==> src/rtl/mem_access_stage.sv <==
// ---------------------------------------------------------------------------
// mem_access_stage
//
// Purpose:
//   MEM pipeline stage of a simple in-order core. Turns a load/store held
//   in the EX/MEM slot into a single data-memory request, waits for the
//   one-cycle acknowledge (bounded by TIMEOUT_CYC), extracts and extends
//   load data, and writes the result into the MEM/WB registers. Any other
//   instruction passes straight through with one cycle of latency.
//
// Parameter:
//   TIMEOUT_CYC   ACCESS cycles to wait for dmemAck before aborting (1..255)
//
// Optional feature (compile-time macro):
//   MEM_MISALIGN_TRAP_EN  defined   : misaligned half/word accesses issue no
//                                     request and pulse misalignErr.
//                         undefined : misaligned addresses are silently
//                                     aligned; misalignErr stays 0.
//
// Ports:
//   clk, rst_n                 clock, asynchronous active-low reset
//   validMem                   EX/MEM slot holds a real instruction
//   aluResultMem[31:0]         effective address / ALU result
//   busBMem[31:0]              store data
//   memCtrlMem[4:0]            [0] read, [1] write, [3:2] size, [4] sign-ext
//   rWMem[4:0], wrCtrlMem[1:0] destination / writeback select (pass-through)
//   stall                      combinational upstream freeze
//   dmemReq/We/Addr/Be/WData   registered data-memory request
//   dmemAck, dmemRData         memory completion and read data
//   validWb, aluResultWb, memDataWb, rWWb, wrCtrlWb   MEM/WB registers
//   busErr                     one-cycle pulse on timeout
//   misalignErr                one-cycle pulse on trapped misalignment
//   dbg_state                  current FSM state (0 IDLE, 1 ACCESS)
//
// Memory handshake: dmemReq and its address/enable/data are raised on the
// edge that enters ACCESS and held stable until the cycle in which dmemAck
// is high; that cycle completes the transfer and the next edge drops
// dmemReq. dmemAck outside ACCESS is ignored. At most one request is in
// flight and each memop takes at least two cycles.
// ---------------------------------------------------------------------------
module mem_access_stage #(
    parameter int unsigned TIMEOUT_CYC = 255
) (
    input  logic        clk,
    input  logic        rst_n,
    input  logic        validMem,
    input  logic [31:0] aluResultMem,
    input  logic [31:0] busBMem,
    input  logic [4:0]  memCtrlMem,
    input  logic [4:0]  rWMem,
    input  logic [1:0]  wrCtrlMem,
    output logic        stall,
    output logic        dmemReq,
    output logic        dmemWe,
    output logic [31:0] dmemAddr,
    output logic [3:0]  dmemBe,
    output logic [31:0] dmemWData,
    input  logic        dmemAck,
    input  logic [31:0] dmemRData,
    output logic        validWb,
    output logic [31:0] aluResultWb,
    output logic [31:0] memDataWb,
    output logic [4:0]  rWWb,
    output logic [1:0]  wrCtrlWb,
    output logic        busErr,
    output logic        misalignErr,
    output logic        dbg_state
);

    typedef enum logic {
        S_IDLE   = 1'b0,
        S_ACCESS = 1'b1
    } state_t;

    // Counter value on the last permitted wait cycle.
    localparam logic [7:0] CNT_LAST = 8'(TIMEOUT_CYC - 1);

    state_t      state_q, state_d;
    logic [7:0]  cnt_q, cnt_d;
    logic        dmem_req_q, dmem_req_d;
    logic        dmem_we_q, dmem_we_d;
    logic [31:0] dmem_addr_q, dmem_addr_d;
    logic [3:0]  dmem_be_q, dmem_be_d;
    logic [31:0] dmem_wdata_q, dmem_wdata_d;
    logic        valid_wb_q, valid_wb_d;
    logic [31:0] alu_result_wb_q, alu_result_wb_d;
    logic [31:0] mem_data_wb_q, mem_data_wb_d;
    logic [4:0]  rw_wb_q, rw_wb_d;
    logic [1:0]  wr_ctrl_wb_q, wr_ctrl_wb_d;
    logic        bus_err_q, bus_err_d;
    logic        misalign_err_q, misalign_err_d;

    logic        stall_c;
    logic        memop;
    logic        is_write;
    logic [1:0]  acc_size;
    logic        sign_ext;
    logic        trap_hit;
    logic [3:0]  req_be;
    logic [31:0] req_wdata;
    logic [7:0]  ld_byte;
    logic [15:0] ld_half;
    logic [31:0] load_data;

    // ------------------------------------------------------------------
    // Decode. Inputs are frozen by stall, so they stay valid for the
    // whole access and are used directly when the ack arrives.
    // ------------------------------------------------------------------
    assign memop    = validMem & (memCtrlMem[0] | memCtrlMem[1]);
    assign is_write = memCtrlMem[1];          // write wins if both set
    assign acc_size = memCtrlMem[3:2];
    assign sign_ext = memCtrlMem[4];

`ifdef MEM_MISALIGN_TRAP_EN
    assign trap_hit = ((acc_size == 2'b01) & aluResultMem[0]) |
                      (acc_size[1] & (aluResultMem[1:0] != 2'b00));
`else
    assign trap_hit = 1'b0;
`endif

    // Byte enables and lane-replicated store data. Half accesses use only
    // addr[1], which silently aligns a misaligned half when not trapping.
    always_comb begin
        req_be    = 4'b1111;
        req_wdata = busBMem;
        case (acc_size)
            2'b00: begin
                req_be    = 4'b0001 << aluResultMem[1:0];
                req_wdata = {4{busBMem[7:0]}};
            end
            2'b01: begin
                req_be    = aluResultMem[1] ? 4'b1100 : 4'b0011;
                req_wdata = {2{busBMem[15:0]}};
            end
            default: begin
                req_be    = 4'b1111;
                req_wdata = busBMem;
            end
        endcase
    end

    // Load lane selection and extension.
    always_comb begin
        ld_byte = dmemRData[7:0];
        case (aluResultMem[1:0])
            2'b00:   ld_byte = dmemRData[7:0];
            2'b01:   ld_byte = dmemRData[15:8];
            2'b10:   ld_byte = dmemRData[23:16];
            default: ld_byte = dmemRData[31:24];
        endcase
        ld_half = aluResultMem[1] ? dmemRData[31:16] : dmemRData[15:0];
        case (acc_size)
            2'b00:   load_data = {{24{sign_ext & ld_byte[7]}}, ld_byte};
            2'b01:   load_data = {{16{sign_ext & ld_half[15]}}, ld_half};
            default: load_data = dmemRData;
        endcase
    end

    // ------------------------------------------------------------------
    // Next-state logic. WB payload fields follow the inputs every cycle;
    // validWb qualifies them.
    // ------------------------------------------------------------------
    always_comb begin
        state_d         = state_q;
        cnt_d           = cnt_q;
        dmem_req_d      = dmem_req_q;
        dmem_we_d       = dmem_we_q;
        dmem_addr_d     = dmem_addr_q;
        dmem_be_d       = dmem_be_q;
        dmem_wdata_d    = dmem_wdata_q;
        valid_wb_d      = 1'b0;
        alu_result_wb_d = aluResultMem;
        mem_data_wb_d   = 32'd0;
        rw_wb_d         = rWMem;
        wr_ctrl_wb_d    = wrCtrlMem;
        bus_err_d       = 1'b0;
        misalign_err_d  = 1'b0;
        stall_c         = 1'b0;

        case (state_q)
            S_IDLE: begin
                if (memop && trap_hit) begin
                    misalign_err_d = 1'b1;
                end else if (memop) begin
                    stall_c      = 1'b1;
                    state_d      = S_ACCESS;
                    cnt_d        = 8'd0;
                    dmem_req_d   = 1'b1;
                    dmem_we_d    = is_write;
                    dmem_addr_d  = {aluResultMem[31:2], 2'b00};
                    dmem_be_d    = req_be;
                    dmem_wdata_d = req_wdata;
                end else begin
                    valid_wb_d = validMem;
                end
            end
            S_ACCESS: begin
                // Ack is checked first so an ack on the timeout cycle wins.
                if (dmemAck || cnt_q == CNT_LAST) begin
                    state_d      = S_IDLE;
                    dmem_req_d   = 1'b0;
                    dmem_we_d    = 1'b0;
                    dmem_addr_d  = 32'd0;
                    dmem_be_d    = 4'd0;
                    dmem_wdata_d = 32'd0;
                    if (dmemAck) begin
                        valid_wb_d    = 1'b1;
                        mem_data_wb_d = is_write ? 32'd0 : load_data;
                    end else begin
                        // Stall drops here so upstream discards the op.
                        bus_err_d = 1'b1;
                    end
                end else begin
                    stall_c = 1'b1;
                    cnt_d   = cnt_q + 8'd1;
                end
            end
            default: state_d = S_IDLE;
        endcase
    end

    always_ff @(posedge clk or negedge rst_n) begin
        if (!rst_n) begin
            state_q         <= S_IDLE;
            cnt_q           <= 8'd0;
            dmem_req_q      <= 1'b0;
            dmem_we_q       <= 1'b0;
            dmem_addr_q     <= 32'd0;
            dmem_be_q       <= 4'd0;
            dmem_wdata_q    <= 32'd0;
            valid_wb_q      <= 1'b0;
            alu_result_wb_q <= 32'd0;
            mem_data_wb_q   <= 32'd0;
            rw_wb_q         <= 5'd0;
            wr_ctrl_wb_q    <= 2'd0;
            bus_err_q       <= 1'b0;
            misalign_err_q  <= 1'b0;
        end else begin
            state_q         <= state_d;
            cnt_q           <= cnt_d;
            dmem_req_q      <= dmem_req_d;
            dmem_we_q       <= dmem_we_d;
            dmem_addr_q     <= dmem_addr_d;
            dmem_be_q       <= dmem_be_d;
            dmem_wdata_q    <= dmem_wdata_d;
            valid_wb_q      <= valid_wb_d;
            alu_result_wb_q <= alu_result_wb_d;
            mem_data_wb_q   <= mem_data_wb_d;
            rw_wb_q         <= rw_wb_d;
            wr_ctrl_wb_q    <= wr_ctrl_wb_d;
            bus_err_q       <= bus_err_d;
            misalign_err_q  <= misalign_err_d;
        end
    end

    // Stall is forced low while reset is asserted.
    assign stall       = rst_n & stall_c;
    assign dmemReq     = dmem_req_q;
    assign dmemWe      = dmem_we_q;
    assign dmemAddr    = dmem_addr_q;
    assign dmemBe      = dmem_be_q;
    assign dmemWData   = dmem_wdata_q;
    assign validWb     = valid_wb_q;
    assign aluResultWb = alu_result_wb_q;
    assign memDataWb   = mem_data_wb_q;
    assign rWWb        = rw_wb_q;
    assign wrCtrlWb    = wr_ctrl_wb_q;
    assign busErr      = bus_err_q;
    assign misalignErr = misalign_err_q;
    assign dbg_state   = state_q;

endmodule

==> config.mk <==
export PLATFORM = sky130hd
export DESIGN_NAME = mem_access_stage
export DESIGN_NICKNAME = d
export VERILOG_FILES = /design/src/rtl/mem_access_stage.sv
export SDC_FILE = /design/constraint.sdc
export NUM_CORES = 1
export LEC_CHECK = 0
export ABC_AREA = 1
export CORE_ASPECT_RATIO = 1.75
export CORE_MARGIN = 5
export CORE_UTILIZATION = 43
export DETAILED_ROUTE_END_ITERATION = 10
export GPL_TIMING_DRIVEN = 0
export HOLD_SLACK_MARGIN = 0.15
export PLACE_DENSITY = 0.87
export SLEW_MARGIN = 10
export SYNTH_ARGS = -nofsm -noshare
export SYNTH_HDL_FRONTEND = slang
export SYNTH_SLANG_ARGS = --single-unit
==> constraint.sdc <==
create_clock -name clk -period 2.2 [get_ports clk]
set_input_delay 0.44 -clock clk [delete_from_list [all_inputs] [get_ports clk]]
set_output_delay 0.44 -clock clk [all_outputs]
set_load 0.02 [all_outputs]
### Word-level counts from Yosys, hierarchy flattened

Cells that the tools add are included.

| storage, ports and cells | value |
|---|---|
| flip-flop bits (word level) | 152 |
| input bits | 112 |
| output and inout port bits | 146 |
| logic and storage cells | 69 |

| operators by class | value |
|---|---|
| $add $sub $neg | 1 |
| eq/ne operators | 7 |
| shifts and indexed selects | 1 |
| mux-type cells | 36 |
| bitwise logic cells | 6 |
| reduce and logical (&&, ||, !) cells | 5 |

Operators by type and width:

| cell | number |
|---|---|
| $pmux W32 S2 | 4 |
| $mux W32 | 7 |
| $pmux W8 S3 | 1 |
| $mux W16 | 1 |
| $mux W8 | 2 |
| $pmux W4 S2 | 2 |
| $pmux W8 S2 | 1 |
| $mux W4 | 3 |
| $mux W1 | 11 |
| $add A8 B1 Y8 const B | 1 |
| $eq A8 B8 Y1 const B | 1 |
| $pmux W1 S2 | 4 |
| $and A1 B1 Y1 | 4 |
| $eq A2 B1 Y1 const B | 2 |
| $logic_not A2 Y1 | 2 |
| $ne A2 B2 Y1 const B | 2 |
| $reduce_and A2 Y1 | 2 |
| $shl A1 B2 Y4 const A | 1 |
| $eq A2 B2 Y1 const B | 1 |
| $ne A2 B1 Y1 const B | 1 |
| $logic_or A1 B1 Y1 | 1 |
| $not A1 Y1 | 1 |
| $or A1 B1 Y1 | 1 |

### Longest topological paths before layout

Gate-level depths: netlist of run 1.

| depth | value |
|---|---|
| depth in word-level cells | 8 |
| gate-level depth with buffers | 11 |

### Worst setup path before layout of run 1

Ideal clock, no wire load.

| path | value |
|---|---|
| path kind | reg-to-output |
| from | register state_q (netlist: dbg_state) |
| to | output stall |
| arrival | 1458 ps |
| required time | 1760 ps |
| path slack | 302 ps |
| stages on the path, launching flop included | 8 |
| path buffers | 0 |
| cell sequence | dfrtp_1 -> inv_2 -> nand2_2 -> nor2_8 -> inv_2 -> nand2_1 -> inv_1 -> nor2_1 |

| between the ends | value |
|---|---|
| cells in the longest elaborated chain, start to end | 3 |

Ends and longest elaborated chain:

| what | line | RTL |
|---|---|---|
| from (decl) | 78 | `state_t state_q, state_d;` |
| from (signal assigned) | 239 | `state_q <= state_d;` |
| $not A1 Y1 | n/a |  |
| $pmux W1 S2 (*) | 180 | `case (state_q)` |
| via stall_c | 93 | `logic stall_c;` |
| $and A1 B1 Y1 (*) | 257 | `assign stall = rst_n & stall_c;` |
| to (decl) | 52 | `output logic stall,` |

The timed path passes the listed nets; every way through them passes the cells marked *.

### Final worst setup path of run 1

| path | value |
|---|---|
| from | register cnt_q[3] |
| to | output stall |

| between the ends | value |
|---|---|
| cells in the longest elaborated chain, start to end | 5 |

Ends and longest elaborated chain:

| what | line | RTL |
|---|---|---|
| from (decl) | 79 | `logic [7:0] cnt_q, cnt_d;` |
| from (signal assigned) | 240 | `cnt_q <= cnt_d;` |
| $eq A8 B8 Y1 | 199 | `if (dmemAck \|\| cnt_q == CNT_LAST) begin` |
| $logic_or A1 B1 Y1 | 199 |  |
| $mux W1 | 199 |  |
| $pmux W1 S2 | 180 |  |
| via stall_c | 93 |  |
| $and A1 B1 Y1 | 257 |  |

The timed path passes the listed nets, and every way through them passes these cells.

==> results.txt, run 1 <==
----------------------------------------------------
[Critical path]
  Worst Path Buf+Inv ... 2
  Arrival time at the worst endpoint ... 1.75 ns
  CP Max Fanout ... 4
  Crit path kind ... flip-flop to primary output
  R2R Path Start ... cnt_q[1]$_DFFE_PN0P_
  Delay of the slowest cell on the worst path ... 0.45 ns
  Startpoint type of the worst setup path ... flip-flop
  Family with the most delay on the worst path ... simple AND/OR/NAND/NOR gates
  Register-to-register path setup slack ... 0.30 ns
  Destination of the critical timing path ... stall
  Worst EP required ... 1.76 ns
  Cells along the critical path ... nand2_1 > nor3_4 > nand2_2 > nand2_4 > nand2_4 > inv_4 > nor2_1 > buf_4
  Capturing point of the worst reg2reg path ... dmemWData[24]$_DFFE_PN0P_
  Most Frequent Cell on Critical Path ... sky130_fd_sc_hd__nand2_4
  Critical Path End Type ... primary output
  Depth of the critical timing path with buffers and inverters included ... 8
  Worst setup startpoint ... cnt_q[3]$_DFFE_PN0P_
  Worst-case reg-to-reg path depth ... 12
  Critical Path Slowest Stage Cell ... sky130_fd_sc_hd__dfrtp_1

[Timing]
  Setup violation total in the final timing report ... 0
  Worst slew margin relative to its limit ... 61.1%
  Transition time of the tightest slew-check pin ... 0.583 ns
  Post-layout minimum cycle time ... 2.19 ns
  Number of hold-slack violations in the final timing report ... 0
  Post-Route Skew ... 0.00933 ns
  Total negative slack for setup checks ... 0 ns
  Max Clock Freq ... 458 MHz
  Period utilization ... 99.3%
  Final Max Tran Viols ... 0

[Floorplanning]
  Overall die width ... 100 um
  # rows ... 57
  Die height ... 168 um
  Num ports ... 258
  Total Die Area ... 0.0168 mm2
  Core Region ... 0.0139 mm2
  Starting density of the core ... 43.9%

[Min path]
  Classification of the worst-slack hold path ... input port to async pin

[CTS]
  Max H-tree Level ... 4
  Clock network latency to the later pin of the worst-skew pair ... 0.42 ns
  Hold_buf cts ... 3
  Worst-path clk slew ... 0.07 ns
  Inserted Clock Buffers ... 17
  CTS Sinks ... 150
  Clock tree from TritonCTS ... done
  Max clock buf depth ... 2
  Clock root buffer ... sky130_fd_sc_hd__clkbuf_16

[Synthesis]
  Syn Std Cell Area ... 0.00611 mm2
  Cells after synthesis ... 684
  Number of synthesized register bits ... 150
  Share of the synthesized area in the top cell type ... 61.5%
  Sequential fraction of the synthesis area ... 61.5%
  Synthesized area divided by synthesized cell count ... 8.93 um2
  Largest area contributor in the synthesized netlist ... sky130_fd_sc_hd__dfrtp_1
  Dominant cells by area after synthesis ... sky130_fd_sc_hd__dfrtp_1 61%, sky130_fd_sc_hd__nand2_1 16%, sky130_fd_sc_hd__nor2_1 5.1%
  Syn. warnings ... 0
  Distinct cell type count of the synthesized netlist ... 32

[Flow run]
  MaxCap Viol Count ... 0

[Detailed routing]
  Count of TritonRoute iterations in the first routing pass ... 5
  Via density per instance ... 4.94
  DRT iter0 DRCs ... 307
  Total DRC errors in the routed layout ... 0
  Wire per inst ... 18.1 um
  WL final ... 21.2 mm
  Vias after detailed routing ... 5770
  Antenna-violating nets left ... 0

[Final layout]
  Final net count ... 1093
  Area used by sequential logic in the layout ... 0.00375 mm2
  Antenna fix cells ... 0
  Most frequent cells in the layout ... 260 x sky130_fd_sc_hd__nand2_1, 252 x sky130_fd_sc_hd__clkdlybuf4s50_1, 149 x sky130_fd_sc_hd__dfrtp_1, 81 x sky130_fd_sc_hd__nor2_1, 39 x sky130_fd_sc_hd__inv_1
  Util after Layout ... 69.8%
  Fillers ... 1055
  Most frequent standard cell in the layout excluding fill and tap cells ... sky130_fd_sc_hd__nand2_1
  Area grow syn2layout ... 59.1%
  Footprint of the multi-input gates ... 0.00206 mm2
  Fraction of layout cells with a size suffix above 1 ... 10.7%

[Power]
  Max IR drop VDD ... 0.000511 V
  Power after layout ... 8.19 mW
  Static Leak ... 4.74 nW
  Total power per unit cell area ... 843 mW/mm2

[Place]
  Weighted congestion at the end of routability-driven global placement ... 0.912
  Half-perimeter wire length after placement ... 15.7 mm
  Port buffer count ... 254

[GRT]
  GR Overflow Total ... 0
  First-pass GRT wire length ... 32.7 mm
  Largest net degree at the start of global routing ... 102
  Number of global-route vias before repair ... 6223
  Global router's overall resource usage ... 25.5%
  Number of antenna violations at the first check in global routing ... 0

[Run status]
  Result of the run ... finished clean

----------------------------------------------------
metrics by stage:
stage                     hold WS, ns  setup slack [ns]  cell area (um2)  cells
after floorplan                 0.144             0.302             6110    686
after global placement          0.452             -5.23             8880   1117
after detailed placement        0.370            -0.792             8910   1118
after CTS                      0.0775           0.00485             9620   1162
after global routing           0.0961           -0.0730             9710   1169
final                          0.0406            0.0145             9710   1169
registers in the layout, summed over array words and instances, names as in the netlist, 2 cells and up:
register	cells
dmemBe	4
wrCtrlWb	2
memDataWb	32
rWWb	5
cnt_q	8
dmemWData	32
aluResultWb	32
dmemAddr	30
power by group:
group | total [mW] | switching [mW] | internal, mW
Combinational | 2.16 | 1.17 | 0.993
Sequential | 3.25 | 0.173 | 3.08
Clock | 2.78 | 1.28 | 1.50
Total | 8.19 | 2.62 | 5.57
how the worst min path moves through the flow:
stage / start / cells after the start / endpoint
floorplan: rst_n / 0 / aluResultWb[0]$_DFF_PN0_
global placement: dmemAddr[13]$_DFFE_PN0P_ / 2 / dmemAddr[13]$_DFFE_PN0P_
detailed placement: rst_n / 1 / memDataWb[27]$_DFF_PN0_
CTS: rst_n / 2 / aluResultWb[1]$_DFF_PN0_
global route: rst_n / 2 / memDataWb[21]$_DFF_PN0_
finish: rst_n / 2 / memDataWb[29]$_DFF_PN0_
kinds of logic (layout without fill, tap and decap cells):
kind of cell             count (synthesis)  in the layout  share of synthesized area [%]
adder cells (fa/ha/maj)                  2              2                          0.410
AND/OR/NAND/NOR                        394            394                           26.5
buffers and inverters                   76            382                           5.68
flip-flops                             150            150                           61.5
XOR/XNOR                                 3              3                          0.430
other                                    1              3                         0.0614
AO/OA/AOI/OAI                           58             58                           5.49
worst reg2reg max path, stage by stage, from the launching register on:
cell	delay [ns]
sky130_fd_sc_hd__dfrtp_1	0.45
sky130_fd_sc_hd__ha_4	0.19
sky130_fd_sc_hd__nand2_2	0.09
sky130_fd_sc_hd__nor2_4	0.05
sky130_fd_sc_hd__buf_4	0.14
sky130_fd_sc_hd__buf_4	0.12
sky130_fd_sc_hd__nand3_1	0.09
sky130_fd_sc_hd__nand3_2	0.11
sky130_fd_sc_hd__inv_2	0.12
sky130_fd_sc_hd__buf_6	0.18
sky130_fd_sc_hd__buf_6	0.17
sky130_fd_sc_hd__nand2_1	0.07
sky130_fd_sc_hd__nand2_1	0.06
area by class of cell:
cell class | instances | area share (%)
flip-flops and latches | 150 | 38.7
inverters | 48 | 1.88
well taps | 177 | 2.28
repair buffers | 274 | 28.4
clock buffers | 18 | 4.42
clock inverters | 14 | 1.43
plain buffers | 28 | 1.71
multi-input cells | 460 | 21.2
routing by layer:
metal | routed length, um | vias to the layer above | part of all wire, % | global-route usage [%]
li1 | - | 2730 | - | -
met1 | 7260 | 2690 | 34 | 26.1
met2 | 11300 | 281 | 53 | 45.8
met3 | 1440 | 69 | 6.8 | 6.41
met4 | 1170 | 0 | 5.5 | 15.1
met5 | 0 | - | 0 | 0
cell usage after synthesis (all sizes together):
cell type    n
nor3         2
nand2      267
a21oi       16
or2          8
o22ai       14
ha           2
buf         21
conb         1
dfrtp      150
nand4        2
xnor2        1
o211ai       9
clkinv       2
clkbuf       7
nor2        91
o21ai       15
a31oi        4
inv         46
nand3       24
xor2         2
repair_timing:
| item | 4_1_cts | 5_1_grt |
|---|---|---|
| resized for setup | 12 | 9 |
| setup buffers | 9 | 7 |
| pin swaps | 3 | 3 |
| endpoints found under the hold margin | 50 | 100 |
| setup endpoints to repair | 1 | 1 |
Power figures use the tool's default switching activity.
==> run 2, diff against run 1 <==
--- a/config.mk
+++ b/config.mk
@@ -6,7 +6,7 @@
 export NUM_CORES = 1
 export LEC_CHECK = 0
 export ABC_AREA = 1
-export CORE_ASPECT_RATIO = 1.75
+export CORE_ASPECT_RATIO = 1.5
 export CORE_MARGIN = 5
 export CORE_UTILIZATION = 43
 export DETAILED_ROUTE_END_ITERATION = 10
==> results.txt, run 2 (synthesis gave the netlist of run 1 again) <==
----------------------------------------------------
[Run status]
  Result of the run ... complete, but fails checks
  Violated checks ... negative hold slack

[GRT]
  Largest net degree at the start of global routing ... 95 (-6.9%)
  Number of antenna violations at the first check in global routing ... 0 (unchanged)
  Global router's overall resource usage ... 24.6% (-0.92 points)
  Number of global-route vias before repair ... 6015 (-3.3%)
  First-pass GRT wire length ... 31.5 mm (-3.9%)
  GR Overflow Total ... 0 (unchanged)

[Final layout]
  Fraction of layout cells with a size suffix above 1 ... 11.1% (+0.38 points)
  Non-filler cells in the finished layout ... 1186 (+1.5%)
  Area grow syn2layout ... 60.4%
  Most frequent cells in the layout ... 259 x sky130_fd_sc_hd__nand2_1, 252 x sky130_fd_sc_hd__clkdlybuf4s50_1, 149 x sky130_fd_sc_hd__dfrtp_1, 82 x sky130_fd_sc_hd__nor2_1, 39 x sky130_fd_sc_hd__inv_1
  Final net count ... 1095 (+0.18%)
  Antenna fix cells ... 0 (unchanged)
  Area used by sequential logic in the layout ... 0.00375 mm2 (unchanged)
  Finished Cell Area ... 0.00980 mm2 (+0.85%)
  Most frequent standard cell in the layout excluding fill and tap cells ... sky130_fd_sc_hd__nand2_1
  Fillers ... 999 (-5.3%)
  Footprint of the multi-input gates ... 0.00208 mm2 (+0.79%)
  Util after Layout ... 70.0% (+0.17 points)

[Timing]
  Transition time of the tightest slew-check pin ... 0.670 ns (+0.0872 ns)
  Number of hold-slack violations in the final timing report ... 1 (+1)
  Hold slack ... -0.000993 ns (-0.0416 ns)
  Post-layout minimum cycle time ... 2.15 ns (-0.0404 ns)
  Max Clock Freq ... 466 MHz (+1.9%)
  Final Max Tran Viols ... 0 (unchanged)
  Post-Route Skew ... 0.00949 ns (+0.000169 ns)
  Setup violation total in the final timing report ... 0 (unchanged)
  Total negative slack for setup checks ... 0 ns (unchanged)
  Period utilization ... 97.5% (-1.8 points)
  Worst slew margin relative to its limit ... 55.3% (-5.8 points)

[Critical path]
  CP Max Fanout ... 3 (-1)
  Worst setup startpoint ... cnt_q[0]$_DFFE_PN0P_
  Arrival time at the worst endpoint ... 1.71 ns (-0.04 ns)
  R2R Path Start ... cnt_q[0]$_DFFE_PN0P_
  Critical Path End Type ... primary output
  Crit path kind ... flip-flop to primary output
  Startpoint type of the worst setup path ... flip-flop
  Worst EP required ... 1.76 ns (about the same)

[Floorplanning]
  Die height ... 156 um (-7.0%)
  Core Region ... 0.0140 mm2 (+0.61%)
  Total Die Area ... 0.0167 mm2 (-0.27%)
  Starting density of the core ... 43.6% (-0.27 points)
  Num ports ... 258 (unchanged)
  # rows ... 53 (-7.0%)
  Overall die width ... 107 um (+7.2%)

[Power]
  Total power per unit cell area ... 846 mW/mm2 (+0.33%)
  Static Leak ... 4.78 nW (+0.85%)
  Power after layout ... 8.29 mW (+1.2%)
  Max IR drop VDD ... 0.000566 V (+11%)

[CTS]
  Worst-path clk slew ... 0.07 ns (about the same)
  Clock network latency to the later pin of the worst-skew pair ... 0.41 ns (about the same)
  Max clock buf depth ... 2 (unchanged)
  Hold_buf cts ... 3 (unchanged)
  Clock tree from TritonCTS ... done
  Clock root buffer ... sky130_fd_sc_hd__clkbuf_16
  Max H-tree Level ... 4 (unchanged)
  CTS Sinks ... 150 (unchanged)
  Inserted Clock Buffers ... 17 (unchanged)

[Detailed routing]
  Wire per inst ... 17.5 um (-3.8%)
  Total DRC errors in the routed layout ... 0 (unchanged)
  Via density per instance ... 4.97 (+0.70%)
  DRT iter0 DRCs ... 357 (+16%)
  WL final ... 20.7 mm (-2.4%)
  Count of TritonRoute iterations in the first routing pass ... 5 (unchanged)
  Vias after detailed routing ... 5895 (+2.2%)
  Antenna-violating nets left ... 0 (unchanged)

[Place]
  Half-perimeter wire length after placement ... 15.3 mm (-3.0%)
  Port buffer count ... 254 (unchanged)
  Standard cell area after detailed placement ... 0.00893 mm2 (+0.21%)
  Number of instances in the placed design ... 1133 (+1.3%)
  Weighted congestion at the end of routability-driven global placement ... 0.890 (-2.4%)

[Flow run]
  MaxCap Viol Count ... 0 (unchanged)

[Min path]
  Classification of the worst-slack hold path ... input port to async pin

----------------------------------------------------
-- run 2: metal layers --
layer	part of all wire [%]	wire (um)	vias up	global-route usage, %
met1	34	7030	2796	26.0
met5	0	0	-	0
met3	8.1	1670	75	7.37
met2	52	10900	302	43.5
li1	-	-	2722	-
met4	5.5	1130	0	13.2
-- run 2: worst max-delay path, stage by stage, from the launching register on --
cell                       delay, ns
sky130_fd_sc_hd__dfrtp_1        0.40
sky130_fd_sc_hd__inv_2          0.11
sky130_fd_sc_hd__ha_4           0.15
sky130_fd_sc_hd__nand2_4        0.05
sky130_fd_sc_hd__nor2_4         0.10
sky130_fd_sc_hd__nand2_2        0.09
sky130_fd_sc_hd__nand2_4        0.10
sky130_fd_sc_hd__nand2_4        0.07
sky130_fd_sc_hd__clkinv_4       0.05
sky130_fd_sc_hd__nor2_1         0.03
sky130_fd_sc_hd__buf_4          0.15
-- run 2: layout make-up --
class | instances | area share, %
clock inverter | 13 | 1.39
inverter | 48 | 1.94
tap | 192 | 2.45
sequential | 150 | 38.3
buffer | 28 | 1.70
multi-input combinational | 460 | 21.2
timing repair buffer | 276 | 28.3
clock buffer | 19 | 4.62
-- run 2: path summary, 6_finish.rpt --
path | end | slack, ns | cells past startpoint
worst max-delay path | stall | 0.05 | 10
worst min-delay path | memDataWb[2]$_DFF_PN0_ | -0.001 | 2
worst max register to register | busErr$_DFF_PN0_ | 0.08 | 14
worst min register to register | dmemAddr[16]$_DFFE_PN0P_ | 0.47 | 2
max in group asynchronous | aluResultWb[14]$_DFF_PN0_ | 1.21 | 4
min in group clk | rWWb[0]$_DFF_PN0_ | 0.47 | 1
-- run 2: timing repair --
action | CTS | global route
endpoints found under the hold margin | 57 | 93
gates resized for setup | 14 | 15
endpoints found under the setup margin | 1 | 2
pin swaps | 4 | 4
buffers inserted | 14 | 5
-- run 2: power breakdown --
part | leakage [nW] | switching (mW) | internal, mW | total, mW
combinational | 2.59 | 1.17 | 0.979 | 2.15
sequential | 1.91 | 0.163 | 3.08 | 3.24
clock | 0.281 | 1.24 | 1.66 | 2.90
-- run 2: stage by stage --
step                worst slack, ns  hold slack [ns]
floorplan                     0.302            0.144
global placement              -5.32            0.452
detailed placement           -0.818            0.395
CTS                         -0.0341           0.0654
global route                -0.0218           0.0455
finish                       0.0550        -0.000993
